File: src/rtl/regfile_writeback_arbiter.sv
// Write-side front end of the 16x32 register file: two source FIFOs (ALU, MEM), starvation-bounded
// arbitration, registered write port and per-register pending mask. Optional macro: WB_R0_ZERO_EN.
module regfile_writeback_arbiter #(
  parameter int DEPTH      = 4,
  parameter int STARVE_MAX = 3
) (
  input  logic        clk,
  input  logic        rst,
  input  logic        alu_vld,
  output logic        alu_rdy,
  input  logic [3:0]  alu_dst,
  input  logic [31:0] alu_data,
  input  logic        alu_high,
  input  logic        alu_low,
  input  logic        mem_vld,
  output logic        mem_rdy,
  input  logic [3:0]  mem_dst,
  input  logic [31:0] mem_data,
  output logic        wr,
  output logic [3:0]  wr_dst,
  output logic [31:0] wr_data,
  output logic        high,
  output logic        low,
  output logic [15:0] pending
);

  localparam int AW = $clog2(DEPTH);
  localparam int PW = AW + 1;
  localparam int CW = $clog2(2 * DEPTH + 2);
  localparam int SW = (STARVE_MAX < 1) ? 1 : $clog2(STARVE_MAX + 1);

  typedef struct packed {
    logic [3:0]  dst;
    logic [31:0] data;
    logic        high;
    logic        low;
  } wb_entry_t;

  wb_entry_t       alu_mem_q [DEPTH];
  wb_entry_t       mem_mem_q [DEPTH];
  logic [PW-1:0]   alu_wp_q, alu_rp_q, mem_wp_q, mem_rp_q;
  logic [SW-1:0]   starve_q, starve_d;
  logic [CW-1:0]   cnt_q [16];
  logic [CW-1:0]   cnt_d [16];
  logic [15:0]     pending_q, pending_d;
  wb_entry_t       out_q;
  logic            wr_q;

  logic alu_full, alu_empty, mem_full, mem_empty;
  logic alu_keep, mem_keep, alu_push, mem_push;
  logic mem_grant, alu_grant;
  wb_entry_t alu_head, mem_head;

  assign alu_full  = (alu_wp_q[AW] != alu_rp_q[AW]) && (alu_wp_q[AW-1:0] == alu_rp_q[AW-1:0]);
  assign mem_full  = (mem_wp_q[AW] != mem_rp_q[AW]) && (mem_wp_q[AW-1:0] == mem_rp_q[AW-1:0]);
  assign alu_empty = (alu_wp_q == alu_rp_q);
  assign mem_empty = (mem_wp_q == mem_rp_q);
  assign alu_rdy   = !alu_full;
  assign mem_rdy   = !mem_full;

`ifdef WB_R0_ZERO_EN
  // r0 is hardwired: the handshake completes but the entry is discarded.
  assign alu_keep = (alu_dst != 4'd0);
  assign mem_keep = (mem_dst != 4'd0);
`else
  assign alu_keep = 1'b1;
  assign mem_keep = 1'b1;
`endif

  assign alu_push  = alu_vld && alu_rdy && alu_keep;
  assign mem_push  = mem_vld && mem_rdy && mem_keep;
  assign alu_head  = alu_mem_q[alu_rp_q[AW-1:0]];
  assign mem_head  = mem_mem_q[mem_rp_q[AW-1:0]];
  assign mem_grant = !mem_empty && (alu_empty || (starve_q < SW'(STARVE_MAX)));
  assign alu_grant = !mem_grant && !alu_empty;

  // NOTE: FIFO storage has no reset; only the pointers define which entries are valid.
  always_ff @(posedge clk) begin
    if (alu_push)
      alu_mem_q[alu_wp_q[AW-1:0]] <= '{dst: alu_dst, data: alu_data, high: alu_high,
                                       low: alu_low && !alu_high};
    if (mem_push)
      mem_mem_q[mem_wp_q[AW-1:0]] <= '{dst: mem_dst, data: mem_data, high: 1'b0, low: 1'b0};
  end

  // NOTE: every always_comb output gets a default first so no path leaves it unassigned (no latch).
  always_comb begin
    starve_d = starve_q;
    if (mem_grant)
      starve_d = alu_empty ? '0 : starve_q + SW'(1);
    else if (alu_grant)
      starve_d = '0;
  end

  always_comb begin
    for (int r = 0; r < 16; r++) begin
      cnt_d[r] = cnt_q[r];
      if (alu_push && (alu_dst == 4'(r))) cnt_d[r] = cnt_d[r] + CW'(1);
      if (mem_push && (mem_dst == 4'(r))) cnt_d[r] = cnt_d[r] + CW'(1);
      if (wr_q && (out_q.dst == 4'(r)))   cnt_d[r] = cnt_d[r] - CW'(1);
      pending_d[r] = (cnt_d[r] != '0);
    end
  end

  // NOTE: sequential state uses non-blocking assignments so every register samples pre-edge values.
  always_ff @(posedge clk or posedge rst) begin
    if (rst) begin
      alu_wp_q  <= '0;
      alu_rp_q  <= '0;
      mem_wp_q  <= '0;
      mem_rp_q  <= '0;
      starve_q  <= '0;
      pending_q <= '0;
      wr_q      <= 1'b0;
      out_q     <= '0;
      for (int r = 0; r < 16; r++) cnt_q[r] <= '0;
    end else begin
      if (alu_push)  alu_wp_q <= alu_wp_q + PW'(1);
      if (mem_push)  mem_wp_q <= mem_wp_q + PW'(1);
      if (alu_grant) alu_rp_q <= alu_rp_q + PW'(1);
      if (mem_grant) mem_rp_q <= mem_rp_q + PW'(1);
      starve_q  <= starve_d;
      pending_q <= pending_d;
      wr_q      <= mem_grant || alu_grant;
      if (mem_grant)      out_q <= mem_head;
      else if (alu_grant) out_q <= alu_head;
      for (int r = 0; r < 16; r++) cnt_q[r] <= cnt_d[r];
    end
  end

  assign wr      = wr_q;
  assign wr_dst  = out_q.dst;
  assign wr_data = out_q.data;
  assign high    = out_q.high;
  assign low     = out_q.low;
  assign pending = pending_q;

endmodule

File: config.mk
export PLATFORM = sky130hd
export DESIGN_NAME = regfile_writeback_arbiter
export DESIGN_NICKNAME = d
export VERILOG_FILES = /design/src/rtl/regfile_writeback_arbiter.sv
export SDC_FILE = /design/constraint.sdc
export NUM_CORES = 1
export LEC_CHECK = 0
export BUFFER_PORTS_ARGS = -buffer_cell sky130_fd_sc_hd__buf_4
export CORE_ASPECT_RATIO = 1.1
export CORE_MARGIN = 2
export CORE_UTILIZATION = 25
export CTS_CLUSTER_DIAMETER = 100
export DETAILED_ROUTE_END_ITERATION = 10
export GPL_TIMING_DRIVEN = 0
export SLEW_MARGIN = 10
export SYNTH_ARGS = -nofsm -noshare
export SYNTH_HDL_FRONTEND = slang
export SYNTH_SLANG_ARGS = --single-unit
File: constraint.sdc
create_clock -name clk -period 7.2 [get_ports clk]
set_input_delay 0.36 -clock clk [delete_from_list [all_inputs] [get_ports clk]]
set_output_delay 0.36 -clock clk [all_outputs]
set_load 0.005 [all_outputs]
==> summary.md <==
| Metric | Value |
|---|---|
| Status | complete, no violations |
| EDFF count, synth | ~300 |
| Synth Cell Area | between 0.02 and 0.025 sq mm |
| Initial DRC count | approximately 890 |
| Final WL | ~54,000 um |
| Avg Cell Area, Syn | around 14 sq um |
| Commonest non-fill, non-tap cell in the layout | edfxtp_1 |
| Seq/Total Area, Yosys | 0.599 |
| Core area | 0.0806 sq mm |
| Vias/cell | between 4 and 5 |
| Maximum clock insertion buffer count | 3 |
| Worst hold path type | in -> reg |
| Grt total ovfl | 0 |
| RSZ-0062 raised after global routing | false |
| WP data required | roughly 7600 ps |
| Clk root buf | clkbuf_16 |
| Initial antenna violation count | 7 |
| CTS tree | yes |
| Via count | between 10,000 and 15,000 |
| Pre-CTS setup slack | between 3000 and 4000 ps |
| Commonest cells after routing, fill and taps aside | edfxtp_1 (296), buf_4 (135), dfrtp_1 (133) |
| Drt drc | 0 |
| Number of synthesized register bits | 429 |
| DR WL/cell | around 19 um |
| Area Growth Syn to Fin | 24.1% |
| Cell count after synthesis | roughly 1,400 |
| Die extent in y | 304 um |
| Worst-margin pin slew | ~1100 ps |
| Post-synth ARST share | 0.310 |
| FP Rows | between 100 and 150 |
| Endpoints failing hold | 0 |
| Port Buffers | roughly 130 |
| Final Slew Violations | 0 |
| Setup WS post-layout | 3280 ps |
| Fmax | about 250 MHz |
| Syn Nets | roughly 1,600 |
| GRT Total Usage | 0.127 |
| Setup TNS | 0 ps |
| Max Cap Viol | 0 |
| # setup viols final | 0 |
| CP arrival | approximately 4300 ps |
| Fin crit share | 0.545 |
| Die width | 276 um |
| Proportion of layout cells with a drive suffix above 1 | 0.201 |
| H-tree Lvls | 2 |
| Routability cong. | 0.864 |
| Largest net degree at the start of global routing | 103 |
| HPWL Detailed | around 38,000 um |
| Critical Path Sink Type | flip-flop |
| Critical path startpoint category | flip-flop |
| I/O pin total | between 100 and 150 |
| Crit path time final | 3920 ps |
| Clock sink total | ~430 |
| Yosys cell types | 77 |
| Total Nets Final | around 1,800 |
| CP max FO | 10 |
| Ys Warns | 0 |
| Max_slew headroom | 0.277 |
| First drt pass iteration count | 5 |
| Clock Latency Late Sink | roughly 600 ps |
| Power Dens Cells | about 430 mW/mm^2 |
| Final clock skew | a little under 30 ps |
| Leakage power total | slightly below 9 nW |
| Initial Util | 0.253 |
| Vias in the first global route | around 14,000 |
| Clock transition at path regs | 60 ps |
| PostCTS Resize Cnt | 0 |
| Worst vdd rail ir drop | between 0.2 and 0.3 mV |
| Critical path class | reg -> reg |
| Num CTS Buffers | a little under 50 |
| First-pass GRT wire length | 81,700 um |
| Routed Antenna Nets | 0 |
| Die area | between 0.08 and 0.09 sq mm |
| Top_reg_cell synth | edfxtp_1 |
[flip-flops by register name (all words and copies together) (netlist names)]
| signal | count |
|---|---|
| alu_mem_q | 152 |
| mem_mem_q | 144 |
| cnt_q | 64 |
| wr_data | 32 |
| pending | 16 |
| wr_dst | 4 |
| alu_rp_q | 3 |
| alu_wp_q | 3 |
| mem_rp_q | 3 |
| mem_wp_q | 3 |
| starve_q | 2 |
| high | 1 |
| low | 1 |
| wr | 1 |
[path summary, 6_finish.rpt]
| check | from | endpoint | slack [ps] | cells past startpoint |
|---|---|---|---|---|
| setup / recovery | alu_rp_q[0] | pending[2] | 3280 | 14 |
| hold / removal | alu_dst[1] | alu_mem_q[0][35] | 60 | 1 |
| setup reg to reg | alu_rp_q[0] | pending[2] | 3280 | 14 |
| hold reg to reg | low | low | 470 | 2 |
| max in group asynchronous | rst | cnt_q[24] | 6030 | 4 |
| min in group asynchronous | rst | wr_data[28] | 300 | 3 |
[routing by layer]
| layer | wire (um) | vias to the layer above | track usage | part of all wire |
|---|---|---|---|---|
| met2 | 27100 | 316 | 0.226 | 0.50 |
| met3 | 2810 | 85 | 0.0259 | 0.052 |
| met1 | 22600 | 6623 | 0.157 | 0.42 |
| met4 | 1190 | 10 | 0.0359 | 0.022 |
| met5 | 55 | - | 0 | 0.0010 |
| li1 | - | 5992 | - | - |
[timing repair]
| item | in CTS | in global routing |
|---|---|---|
| setup endpoints to repair | 0 | 0 |
| hold endpoints to repair | 299 | 0 |
| hold buffers | 68 | 0 |
| buffers inserted | 0 | 0 |
[report_power, final]
part           internal (mW)  switching [mW]
sequential              3.45           0.403
clock                   1.58            1.04
combinational           1.93            2.47
[stage by stage]
stage                     power [mW]  cell area (sq um)   util  hold slack [ps]  cells
after floorplan                 6.82              20400      -              459   1445
after global placement          8.11              22700  0.282              469   2633
after detailed placement        8.33              22900  0.285              368   2641
after CTS                       11.0              25300  0.314             25.6   2801
after global routing            11.6              25300  0.314             36.8   2803
final                           10.9              25300  0.314             61.7   2803
[synth_stat cells (8+ instances only)]
| cell | count | area, sq um |
|---|---|---|
| xor2_1 | 58 | 508 |
| nand3b_1 | 13 | 97.6 |
| clkbuf_1 | 43 | 161 |
| nand3_1 | 25 | 125 |
| and2_1 | 10 | 62.6 |
| nand4_1 | 22 | 138 |
| o22ai_1 | 8 | 50.1 |
| ha_1 | 45 | 563 |
| dfrtp_1 | 133 | 3330 |
| o21ai_0 | 51 | 255 |
| buf_2 | 13 | 65.1 |
| nor2_1 | 57 | 214 |
| xnor2_1 | 111 | 972 |
| a21oi_1 | 16 | 80.1 |
| inv_1 | 21 | 78.8 |
| edfxtp_1 | 296 | 8890 |
| nor3_1 | 32 | 160 |
| nand2b_1 | 12 | 75.1 |
| mux2_2 | 10 | 113 |
| nand2_1 | 130 | 488 |
| nor2b_1 | 12 | 75.1 |
| and3_1 | 14 | 87.6 |
| mux4_2 | 76 | 1710 |
| or3_1 | 16 | 100 |
| mux2i_1 | 71 | 711 |
[critical path: stages, from the launching register on]
cell      delay, ps
dfrtp_1         380
buf_2           200
xnor2_2         440
buf_2           340
a311oi_2        190
xnor2_1         360
inv_2           100
ha_1            340
o21ai_0         240
ha_1            240
xor2_1          180
xnor2_1         160
a31oi_1          60
a211oi_1        250
o21ai_0         230
[kinds of logic (layout without fill, tap and decap cells)]
logic type	Yosys count	count (layout)	synth area share
multiplexers	157	157	0.124
adder cells (fa/ha/maj)	45	45	0.0276
flip-flops	429	429	0.599
XOR/XNOR	176	176	0.0785
AO/OA/AOI/OAI	157	157	0.0539
AND/OR/NAND/NOR	393	393	0.0992
buffers and inverters	88	390	0.0175
other	0	2	0
[final cells by class]
class | instances | area, sq um
antenna | 2 | 5.00
inverter | 23 | 93.8
timing repair buffer | 210 | 1880
multi-input combinational | 928 | 7840
fill | 7859 | 55300
clock inverter | 31 | 400
tap | 1054 | 1320
clock buffer | 61 | 1300
sequential | 429 | 12200
buffer | 65 | 272
(Power assumes the default switching activity.)
